**config.mk**
```make
export PLATFORM = sky130hd
export DESIGN_NAME = control_unit
export DESIGN_NICKNAME = d
export VERILOG_FILES = /design/src/rtl/control_unit.sv
export SDC_FILE = /design/constraint.sdc
export NUM_CORES = 1
export LEC_CHECK = 0
export CORE_MARGIN = 5
export CORE_UTILIZATION = 38
export CTS_CLUSTER_DIAMETER = 40
export DETAILED_ROUTE_END_ITERATION = 7
export PLACE_DENSITY = 0.86
export SLEW_MARGIN = 10
export SYNTH_ARGS = -nofsm -noshare
export SYNTH_HDL_FRONTEND = slang
export SYNTH_SLANG_ARGS = --single-unit
```
**constraint.sdc**
```tcl
create_clock -name Clock -period 3.5 [get_ports Clock]
set_clock_uncertainty 0.1 [all_clocks]
set_input_delay 0.7 -clock Clock [delete_from_list [all_inputs] [get_ports Clock]]
set_output_delay 0.7 -clock Clock [all_outputs]
set_load 0.1 [all_outputs]
```
**src/rtl/control_unit.sv**
```systemverilog
// Hardwired Moore control sequencer for the register-format datapath.
// Steps fetch (T0-T2) and execute (T3-T6) and drives every datapath strobe.
module control_unit #(
    parameter int OPW = 5,
    parameter int DW  = 32
) (
    input  logic           Clock,
    input  logic           Resetn,
    input  logic [DW-1:0]  IR,
    input  logic           Stop,
    output logic           PCout,
    output logic           Zhighout,
    output logic           Zlowout,
    output logic           MDRout,
    output logic           HIout,
    output logic           LOout,
    output logic           PCin,
    output logic           IRin,
    output logic           MARin,
    output logic           MDRin,
    output logic           Yin,
    output logic           Zin,
    output logic           HIin,
    output logic           LOin,
    output logic           IncPC,
    output logic           Read,
    output logic           Gra,
    output logic           Grb,
    output logic           Grc,
    output logic           Rin,
    output logic           Rout,
    output logic [OPW-1:0] alu_op,
    output logic           Run
);

    typedef enum logic [3:0] {
        ST_RESET = 4'd0,
        ST_T0    = 4'd1,
        ST_T1    = 4'd2,
        ST_T2    = 4'd3,
        ST_T3    = 4'd4,
        ST_T4    = 4'd5,
        ST_T5    = 4'd6,
        ST_T6    = 4'd7,
        ST_HALT  = 4'd8
    } state_t;

    typedef enum logic [2:0] {
        CL_B = 3'd0,
        CL_M = 3'd1,
        CL_U = 3'd2,
        CL_N = 3'd3,
        CL_H = 3'd4
    } class_t;

    // Unlisted opcodes fall into the nop class.
    function automatic class_t classify(input logic [OPW-1:0] op);
        class_t cl;
        case (op)
            5'd3, 5'd4, 5'd5, 5'd6, 5'd7, 5'd8, 5'd9, 5'd10: cl = CL_B;
            5'd15, 5'd16:                                     cl = CL_M;
            5'd17, 5'd18:                                     cl = CL_U;
            5'd27:                                            cl = CL_H;
            default:                                          cl = CL_N;
        endcase
        return cl;
    endfunction

    state_t         state_r;
    logic [OPW-1:0] op_s;
    class_t         class_s;
    state_t         last_next_s;
    logic           unused_ir_s;

    assign op_s        = IR[DW-1 -: OPW];
    assign class_s     = classify(op_s);
    assign unused_ir_s = ^IR[DW-OPW-1:0];
    // Stop is only honoured on the final execute step of each class.
    assign last_next_s = Stop ? ST_HALT : ST_T0;

    // State register and next-state sequencing.
    always_ff @(posedge Clock) begin
        if (!Resetn) begin
            state_r <= ST_RESET;
        end else begin
            case (state_r)
                ST_RESET: state_r <= ST_T0;
                ST_T0:    state_r <= ST_T1;
                ST_T1:    state_r <= ST_T2;
                ST_T2:    state_r <= ST_T3;
                ST_T3: begin
                    case (class_s)
                        CL_B, CL_M, CL_U: state_r <= ST_T4;
                        CL_H:             state_r <= ST_HALT;
                        default:          state_r <= last_next_s;
                    endcase
                end
                ST_T4: begin
                    case (class_s)
                        CL_B, CL_M: state_r <= ST_T5;
                        CL_U:       state_r <= last_next_s;
                        default:    state_r <= ST_T0;
                    endcase
                end
                ST_T5: begin
                    case (class_s)
                        CL_B:    state_r <= last_next_s;
                        CL_M:    state_r <= ST_T6;
                        default: state_r <= ST_T0;
                    endcase
                end
                ST_T6:   state_r <= last_next_s;
                ST_HALT: state_r <= ST_HALT;
                default: state_r <= ST_RESET;
            endcase
        end
    end

    // Moore output decode from the state register and the IR opcode class.
    always_comb begin
        PCout    = 1'b0;
        Zhighout = 1'b0;
        Zlowout  = 1'b0;
        MDRout   = 1'b0;
        HIout    = 1'b0;
        LOout    = 1'b0;
        PCin     = 1'b0;
        IRin     = 1'b0;
        MARin    = 1'b0;
        MDRin    = 1'b0;
        Yin      = 1'b0;
        Zin      = 1'b0;
        HIin     = 1'b0;
        LOin     = 1'b0;
        IncPC    = 1'b0;
        Read     = 1'b0;
        Gra      = 1'b0;
        Grb      = 1'b0;
        Grc      = 1'b0;
        Rin      = 1'b0;
        Rout     = 1'b0;
        alu_op   = {OPW{1'b0}};
        Run      = 1'b0;
        case (state_r)
            ST_T0: begin
                Run = 1'b1; PCout = 1'b1; MARin = 1'b1; IncPC = 1'b1; Zin = 1'b1;
            end
            ST_T1: begin
                Run = 1'b1; Zlowout = 1'b1; PCin = 1'b1; Read = 1'b1; MDRin = 1'b1;
            end
            ST_T2: begin
                Run = 1'b1; MDRout = 1'b1; IRin = 1'b1;
            end
            ST_T3: begin
                Run = 1'b1;
                case (class_s)
                    CL_B:    begin Grb = 1'b1; Rout = 1'b1; Yin = 1'b1; end
                    CL_M:    begin Gra = 1'b1; Rout = 1'b1; Yin = 1'b1; end
                    CL_U:    begin Grb = 1'b1; Rout = 1'b1; Zin = 1'b1; alu_op = op_s; end
                    default: begin Run = 1'b1; end
                endcase
            end
            ST_T4: begin
                Run = 1'b1;
                case (class_s)
                    CL_B:    begin Grc = 1'b1; Rout = 1'b1; Zin = 1'b1; alu_op = op_s; end
                    CL_M:    begin Grb = 1'b1; Rout = 1'b1; Zin = 1'b1; alu_op = op_s; end
                    CL_U:    begin Zlowout = 1'b1; Gra = 1'b1; Rin = 1'b1; end
                    default: begin Run = 1'b1; end
                endcase
            end
            ST_T5: begin
                Run = 1'b1;
                case (class_s)
                    CL_B:    begin Zlowout = 1'b1; Gra = 1'b1; Rin = 1'b1; end
                    CL_M:    begin Zlowout = 1'b1; LOin = 1'b1; end
                    default: begin Run = 1'b1; end
                endcase
            end
            ST_T6: begin
                Run = 1'b1; Zhighout = 1'b1; HIin = 1'b1;
            end
            default: begin
                Run = 1'b0;
            end
        endcase
    end

endmodule
```
==> results of run 1 <==
==> cell type report <==
cell class,count,area share (%)
clock buffer,3,1.49
sequential,4,5.31
inverter,10,2.49
tap,28,2.32
timing repair buffer,53,39.0
multi-input combinational,96,49.4
==> power groups by stage <==
stage	clock network, mW	logic [mW]	registers, mW
floorplan	0	0.286	0.0539
global placement	0	0.350	0.0657
detailed placement	0	0.357	0.0665
CTS	0.0590	0.361	0.0661
global route	0.0643	0.378	0.0678
finish	0.0593	0.361	0.0668
==> per-stage QoR <==
| step | hold slack, ns | setup WS (ns) | area [um2] |
|---|---|---|---|
| final | 0.491 | 0.0946 | 1510 |
| after global routing | 0.487 | -0.0154 | 1510 |
| after CTS | 0.476 | 0.0214 | 1500 |
| after detailed placement | 0.462 | -0.260 | 1450 |
| after global placement | 0.440 | -0.218 | 1450 |
| after floorplan | 0.419 | -0.368 | 946 |
==> path summary, 6_finish.rpt <==
kind                                  from          to  slack, ns
worst min register to register  state_r[3]  state_r[1]       0.49
worst max-delay path                IR[29]         Zin       0.09
worst max register to register  state_r[2]  state_r[2]       1.46
worst min-delay path            state_r[3]  state_r[1]       0.49
==> layer usage <==
metal  routed length [um]  global-route usage [%]  vias up
met3                  245                    2.90        4
met2                 1480                    32.3       62
met1                  998                    18.0      494
li1                     -                       -      528
met4                   39                    9.27        0
met5                    0                       0        -
==> critical path: stages <==
cell and delay [ns]:
clkdlybuf4s50_1 0.39, buf_4 0.19, nand2b_1 0.17, o221a_2 0.29, or3_4 0.35, a2bb2oi_2 0.15, nor3_4 0.17, buf_12 0.20
==> logic make-up after synthesis <==
| family | count (synthesis) |
|---|---|
| buffers and inverters | 26 |
| other | 1 |
| AND/OR/NAND/NOR | 51 |
| AO/OA/AOI/OAI | 39 |
| flip-flops | 4 |
| adder cells (fa/ha/maj) | 3 |
| multiplexers | 1 |
==> cell usage in the layout (no fill, tap or decap), types with 2 or more instances in the layout <==
| cell | synthesis | final |
|---|---|---|
| nor3_1 | 7 | 2 |
| o21ai_0 | 8 | 5 |
| clkdlybuf4s15_1 | 0 | 2 |
| clkbuf_4 | 0 | 3 |
| nor3_4 | 0 | 3 |
| o21ai_1 | 1 | 3 |
| nor2_1 | 10 | 10 |
| or3_1 | 4 | 3 |
| inv_1 | 10 | 10 |
| nor3_2 | 1 | 3 |
| o22ai_1 | 3 | 3 |
| nand3_1 | 2 | 2 |
| clkdlybuf4s50_1 | 0 | 3 |
| and2_1 | 5 | 5 |
| dlygate4sd2_1 | 0 | 2 |
| ha_2 | 0 | 2 |
| nor2b_1 | 3 | 3 |
| o31a_1 | 2 | 2 |
| a21oi_1 | 7 | 6 |
| conb_1 | 1 | 2 |
| buf_12 | 0 | 14 |
| a21oi_4 | 0 | 2 |
| buf_4 | 11 | 32 |
| nand2_1 | 10 | 10 |
| dfxtp_1 | 4 | 4 |
| nand2b_1 | 3 | 3 |
| o21ai_2 | 1 | 2 |
==> repair_timing <==
action / CTS / global route
pin swaps: 3 / 2
endpoints found under the setup margin: 13 / 9
gates resized for setup: 11 / 2
setup buffers: 1 / 0
endpoints found under the hold margin: 0 / 0
==> results_dict.tcl, run 1 <==
set metrics [dict create \
    synthTopCellsByCount "buf_4, inv_1, nand2_1, nor2_1, o21ai_0" \
    synthMuxAreaShare_pct 1.15 \
    routed_wirelength_um 2770 \
    cts_buffer_depth 2 \
    yosysMostFrequentCell "buf_4" \
    dp_cells 190 \
    num_vias 1088 \
    areaGrowthSynthToFinish_pct 73.1 \
    antenna_found_initial 0 \
    path_clk_slew_ns 0.04 \
    routedWlPerCell_um 14.3 \
    port_buffers 32 \
    reg2reg_depth 5 \
    cts_inserted_buffers 3 \
    switchingPower_mw 0.290 \
    startpoint_type "input pin" \
    synthAdderAreaFrac_pct 4.31 \
    grt.overflow.total 0 \
    synth-simple-area-share_pct 32.0 \
    grt_max_degree 16 \
    die_area_um2 3350 \
    root_buffer "clkbuf_4" \
    slew_headroom_pct 65.6 \
    synth_top_area_share_pct 9.48 \
    drt-initial-drc-count 29 \
    p_int_mw 0.197 \
    rows 17 \
    synth_top_cell_by_area "buf_4" \
    die_w_um 57.9 \
    p_clk_share_pct 12.2 \
    hold_viol_final 0 \
    start_util_pct 39.7 \
    fin_tns_setup_ns 0 \
    postCtsHoldBufs 0 \
    fin_nets 206 \
    period_share_pct 97.3 \
    synth_ff_type "dfxtp_1" \
    layout_min_cycle_time_ns 3.41 \
    core_area_um2 2190 \
    ys_seq_elements 4 \
    synth_top_family_by_area "compound AO/OA/AOI/OAI gates" \
    clock-sinks 4 \
    syn_area_per_cell_um2 6.97 \
    synth_edf_count 0 \
    drc 0 \
    power_switching_share_pct 59.5 \
    regMostFlops "state_r" \
    fmax_mhz 294 \
    synth_area_um2 871 \
    crit_fanout 15 \
    firstDrtPassIters 4 \
    status "complete, no violations" \
    synth.distinct_cells 46 \
    reg_top3 "state_r x4" \
    critical_path_class "in2out" \
    worst_pin_slew_ns 0.515 \
    largest_reg_flops 4 \
    n_antenna_cell 0 \
    power.total_mw 0.487 \
    p_comb_share_pct 74.1 \
    rsz0062_at_grt "yes" \
    cts_tree "yes" \
    layoutNonFillerInstCount 194 \
    async_flop_share_pct 0 \
    post-route-util_pct 68.8 \
    grt_pass1_vias 1135 \
    synth_compound_area_share_pct 35.8 \
    grt_use_total_pct 17.2 \
    max_cap_viol_count 0 \
    peakVddDrop_mv 0.282 \
    layout-drive-gt1-share_pct 43.4 \
    grt_pass1_wl_um 4730 \
    fp.dieH_um 57.9 \
    vias_per_cell 5.61 \
    drt.antenna.violating_nets 0 \
    ys.warnings.count 0 \
    seq_power_share_pct 13.7 \
    synth_area_leaders "buf_4, dfxtp_1, o21ai_0" \
    p_leak_nw 0.650 \
    cp.required_ns 2.70 \
    multi_input_area_um2 744 \
    finalWeightedCongestion 0.916 \
    fill_cells 185 \
    yosys.area_share.xor_xnor_pct 0 \
    clk_latency_ns 0.24 \
    regArea_um2 80.1 \
    synth_cells 125 \
    arrival_ns 2.61 \
    setup_violations 0 \
    hp-class "reg2reg" \
    holdPathStages 2 \
    drv_slew 0 \
    dp_hpwl_um 2340 \
    end_kind "output port" \
    htree_levels 1 \
    synth_seq_area_share_pct 9.20 \
    ioPinCount 62 \
    powerDensity_nw_per_um2 323 \
]
Note: power is estimated with default switching activity, not from simulation.
==> run 2: changes to the inputs <==
--- a/config.mk
+++ b/config.mk
@@ -7,10 +7,10 @@
 export LEC_CHECK = 0
 export CORE_MARGIN = 5
 export CORE_UTILIZATION = 38
-export CTS_CLUSTER_DIAMETER = 40
 export DETAILED_ROUTE_END_ITERATION = 7
 export PLACE_DENSITY = 0.86
-export SLEW_MARGIN = 10
+export SETUP_SLACK_MARGIN = 0.02
+export SLEW_MARGIN = 20
 export SYNTH_ARGS = -nofsm -noshare
 export SYNTH_HDL_FRONTEND = slang
 export SYNTH_SLANG_ARGS = --single-unit
==> results of run 2 <==
Final layout, timing and power as in run 1 (identical DEF).
==> run 3: changes to the inputs <==
--- a/config.mk
+++ b/config.mk
@@ -5,10 +5,12 @@
 export SDC_FILE = /design/constraint.sdc
 export NUM_CORES = 1
 export LEC_CHECK = 0
+export CELL_PAD_IN_SITES_DETAIL_PLACEMENT = 1
+export CELL_PAD_IN_SITES_GLOBAL_PLACEMENT = 2
 export CORE_MARGIN = 5
-export CORE_UTILIZATION = 38
+export CORE_UTILIZATION = 18
 export DETAILED_ROUTE_END_ITERATION = 7
-export PLACE_DENSITY = 0.86
+export PLACE_DENSITY = 0.85
 export SETUP_SLACK_MARGIN = 0.02
 export SLEW_MARGIN = 20
 export SYNTH_ARGS = -nofsm -noshare
==> run 3 against run 2 <==
Global-route usage fell by 6.7 points. Largest power group unchanged. Non-clock buffer count rose by 9. Maximum frequency rose by 0.86%. Die area rose by 89%. Register-to-register slack got worse by 0.02 ns.
==> results_dict.tcl, run 3 (synthesis results as in run 1) <==
set metrics [dict create \
    htree_levels 1 \
    largest_reg_flops 4 \
    rows 25 \
    post-route-util_pct 35.4 \
    grt.overflow.total 0 \
    finalWeightedCongestion 0.729 \
    cpMaxStageDelayCell "clkdlybuf4s50_1" \
    timing.rr.end "state_r[2]" \
    status "complete, no violations" \
    drt.antenna.violating_nets 0 \
    drt-initial-drc-count 56 \
    grt_pass1_wl_um 5460 \
    ioPinCount 62 \
    routed_wirelength_um 3380 \
    period_share_pct 96.5 \
    core_area_um2 4720 \
    postLayoutSetupSlackWorst_ns 0.124 \
    fin_tns_setup_ns 0 \
    critical_path_class "in2out" \
    postCtsHoldBufs 0 \
    crit_top_cell "buf_4" \
    n_antenna_cell 0 \
    start_util_pct 18.4 \
    grt_use_total_pct 10.5 \
    fill_cells 568 \
    grt_max_degree 16 \
    routedWlPerCell_um 14.0 \
    dp_cells 233 \
    rsz0062_at_grt "no" \
    powerDensity_nw_per_um2 325 \
    crit_cells 9 \
    pre_cts_ws_ns -0.284 \
    fp.dieH_um 79.6 \
    vias_per_cell 4.50 \
    layoutNonFillerInstCount 242 \
    regMostFlops "state_r" \
    areaGrowthSynthToFinish_pct 92.2 \
    arrival_ns 2.58 \
    drv_slew 0 \
    power.total_mw 0.545 \
    cts_inserted_buffers 3 \
    hold_viol_final 0 \
    port_buffers 32 \
    critical_path.startpoint "IR[29]" \
    end_kind "output port" \
    rr_startpoint "state_r[2]" \
    cp.buffers_inverters 5 \
    clk_latency_ns 0.22 \
    worst_pin_slew_ns 0.498 \
    final_cell_mix "buf_4, buf_12, inv_1, nor2_1, nand2_1" \
    cts_tree "yes" \
    max_cap_viol_count 0 \
    cp.required_ns 2.70 \
    root_buffer "clkbuf_8" \
    layout_commonest_cell "buf_4" \
    crit_path_cell_trace "clkdlybuf4s50_1 > buf_6 > nand2b_1 > o221a_4 > buf_4 > o32ai_2 > buf_4 > and2_4 > buf_12" \
    reg_top3 "state_r x4" \
    reg2reg_depth 6 \
    drc 0 \
    fin_nets 215 \
    num_vias 1090 \
    layout_min_cycle_time_ns 3.38 \
    peakVddDrop_mv 0.187 \
    dp_hpwl_um 2550 \
    worstSetupEndpoint "alu_op[2]" \
    p_leak_nw 0.725 \
    critPathTopFamily "buffers and inverters" \
    cts_buffer_depth 2 \
    layout-drive-gt1-share_pct 50.9 \
    clock-sinks 4 \
    antenna_found_initial 0 \
    fmax_mhz 296 \
    reg2reg_slack_ns 1.44 \
    grt_pass1_vias 1149 \
    startpoint_type "input pin" \
    slew_headroom_pct 66.7 \
    setup_violations 0 \
    firstDrtPassIters 4 \
    crit_fanout 14 \
    cpPeakStageDelay_ns 0.41 \
    hp-class "reg2reg" \
    path_clk_slew_ns 0.03 \
    die_area_um2 6330 \
    die_w_um 79.6 \
]
-- run 3: cell count changes in the layout (fill, tap and decap cells not counted), sizes merged --
cell           delta
buf               +9
clkdlybuf4s15     -1
dlygate4sd2       -1
clkbuf            +1
dlymetal6s2s      +1
-- run 3: metrics by stage --
step	area [um2]	hold WS, ns
floorplan	946	0.419
global route	1670	0.505
detailed placement	1530	0.463
finish	1670	0.485
CTS	1600	0.478
global placement	1530	0.426
-- run 3: routing by layer --
metal / global-route usage, % / wire (um)
met3: 2.26 / 100
met2: 18.7 / 1800
met4: 0.515 / 9
met5: 0 / 0
met1: 13.6 / 1470
-- run 3: worst min path at each step --
| stage | end | from | depth (start not counted) | slack (ns) |
|---|---|---|---|---|
| floorplan | state_r[1] | state_r[3] | 2 | 0.42 |
| global placement | state_r[1] | state_r[3] | 2 | 0.43 |
| global route | state_r[1] | state_r[3] | 2 | 0.51 |
| CTS | state_r[1] | state_r[3] | 2 | 0.48 |
| detailed placement | state_r[1] | state_r[3] | 2 | 0.46 |
| finish | state_r[1] | state_r[3] | 2 | 0.49 |
-- run 3: final cells by class --
type / instances / area, um2 / area share, %
Clock buffer: 3 / 41.3 / 2.47
Inverter: 10 / 37.5 / 2.24
Tap cell: 67 / 83.8 / 5.01
Sequential cell: 4 / 80.1 / 4.78
Timing Repair Buffer: 62 / 663 / 39.6
Multi-Input combinational cell: 96 / 768 / 45.9
-- run 3: timing repair --
action / CTS / global route
hold endpoints to repair: 0 / 0
setup endpoints to repair: 14 / 9
setup buffers: 1 / 4
cloned: 0 / 1
pin swaps: 3 / 4
gates resized for setup: 12 / 13
-- run 3: worst register-to-register path, cell delays in order (launching register included) --
cell and delay [ns]:
dfxtp_1 0.59, nand2_1 0.21, or3_1 0.45, o32ai_2 0.23, buf_4 0.18, buf_4 0.11
o31a_1 0.13
-- run 3: report_power, final --
part           switching [mW]  total (mW)  internal (mW)
clock network          0.0246      0.0980         0.0734
logic                   0.265       0.386          0.121
registers              0.0103      0.0606         0.0503
total                   0.300       0.545          0.245
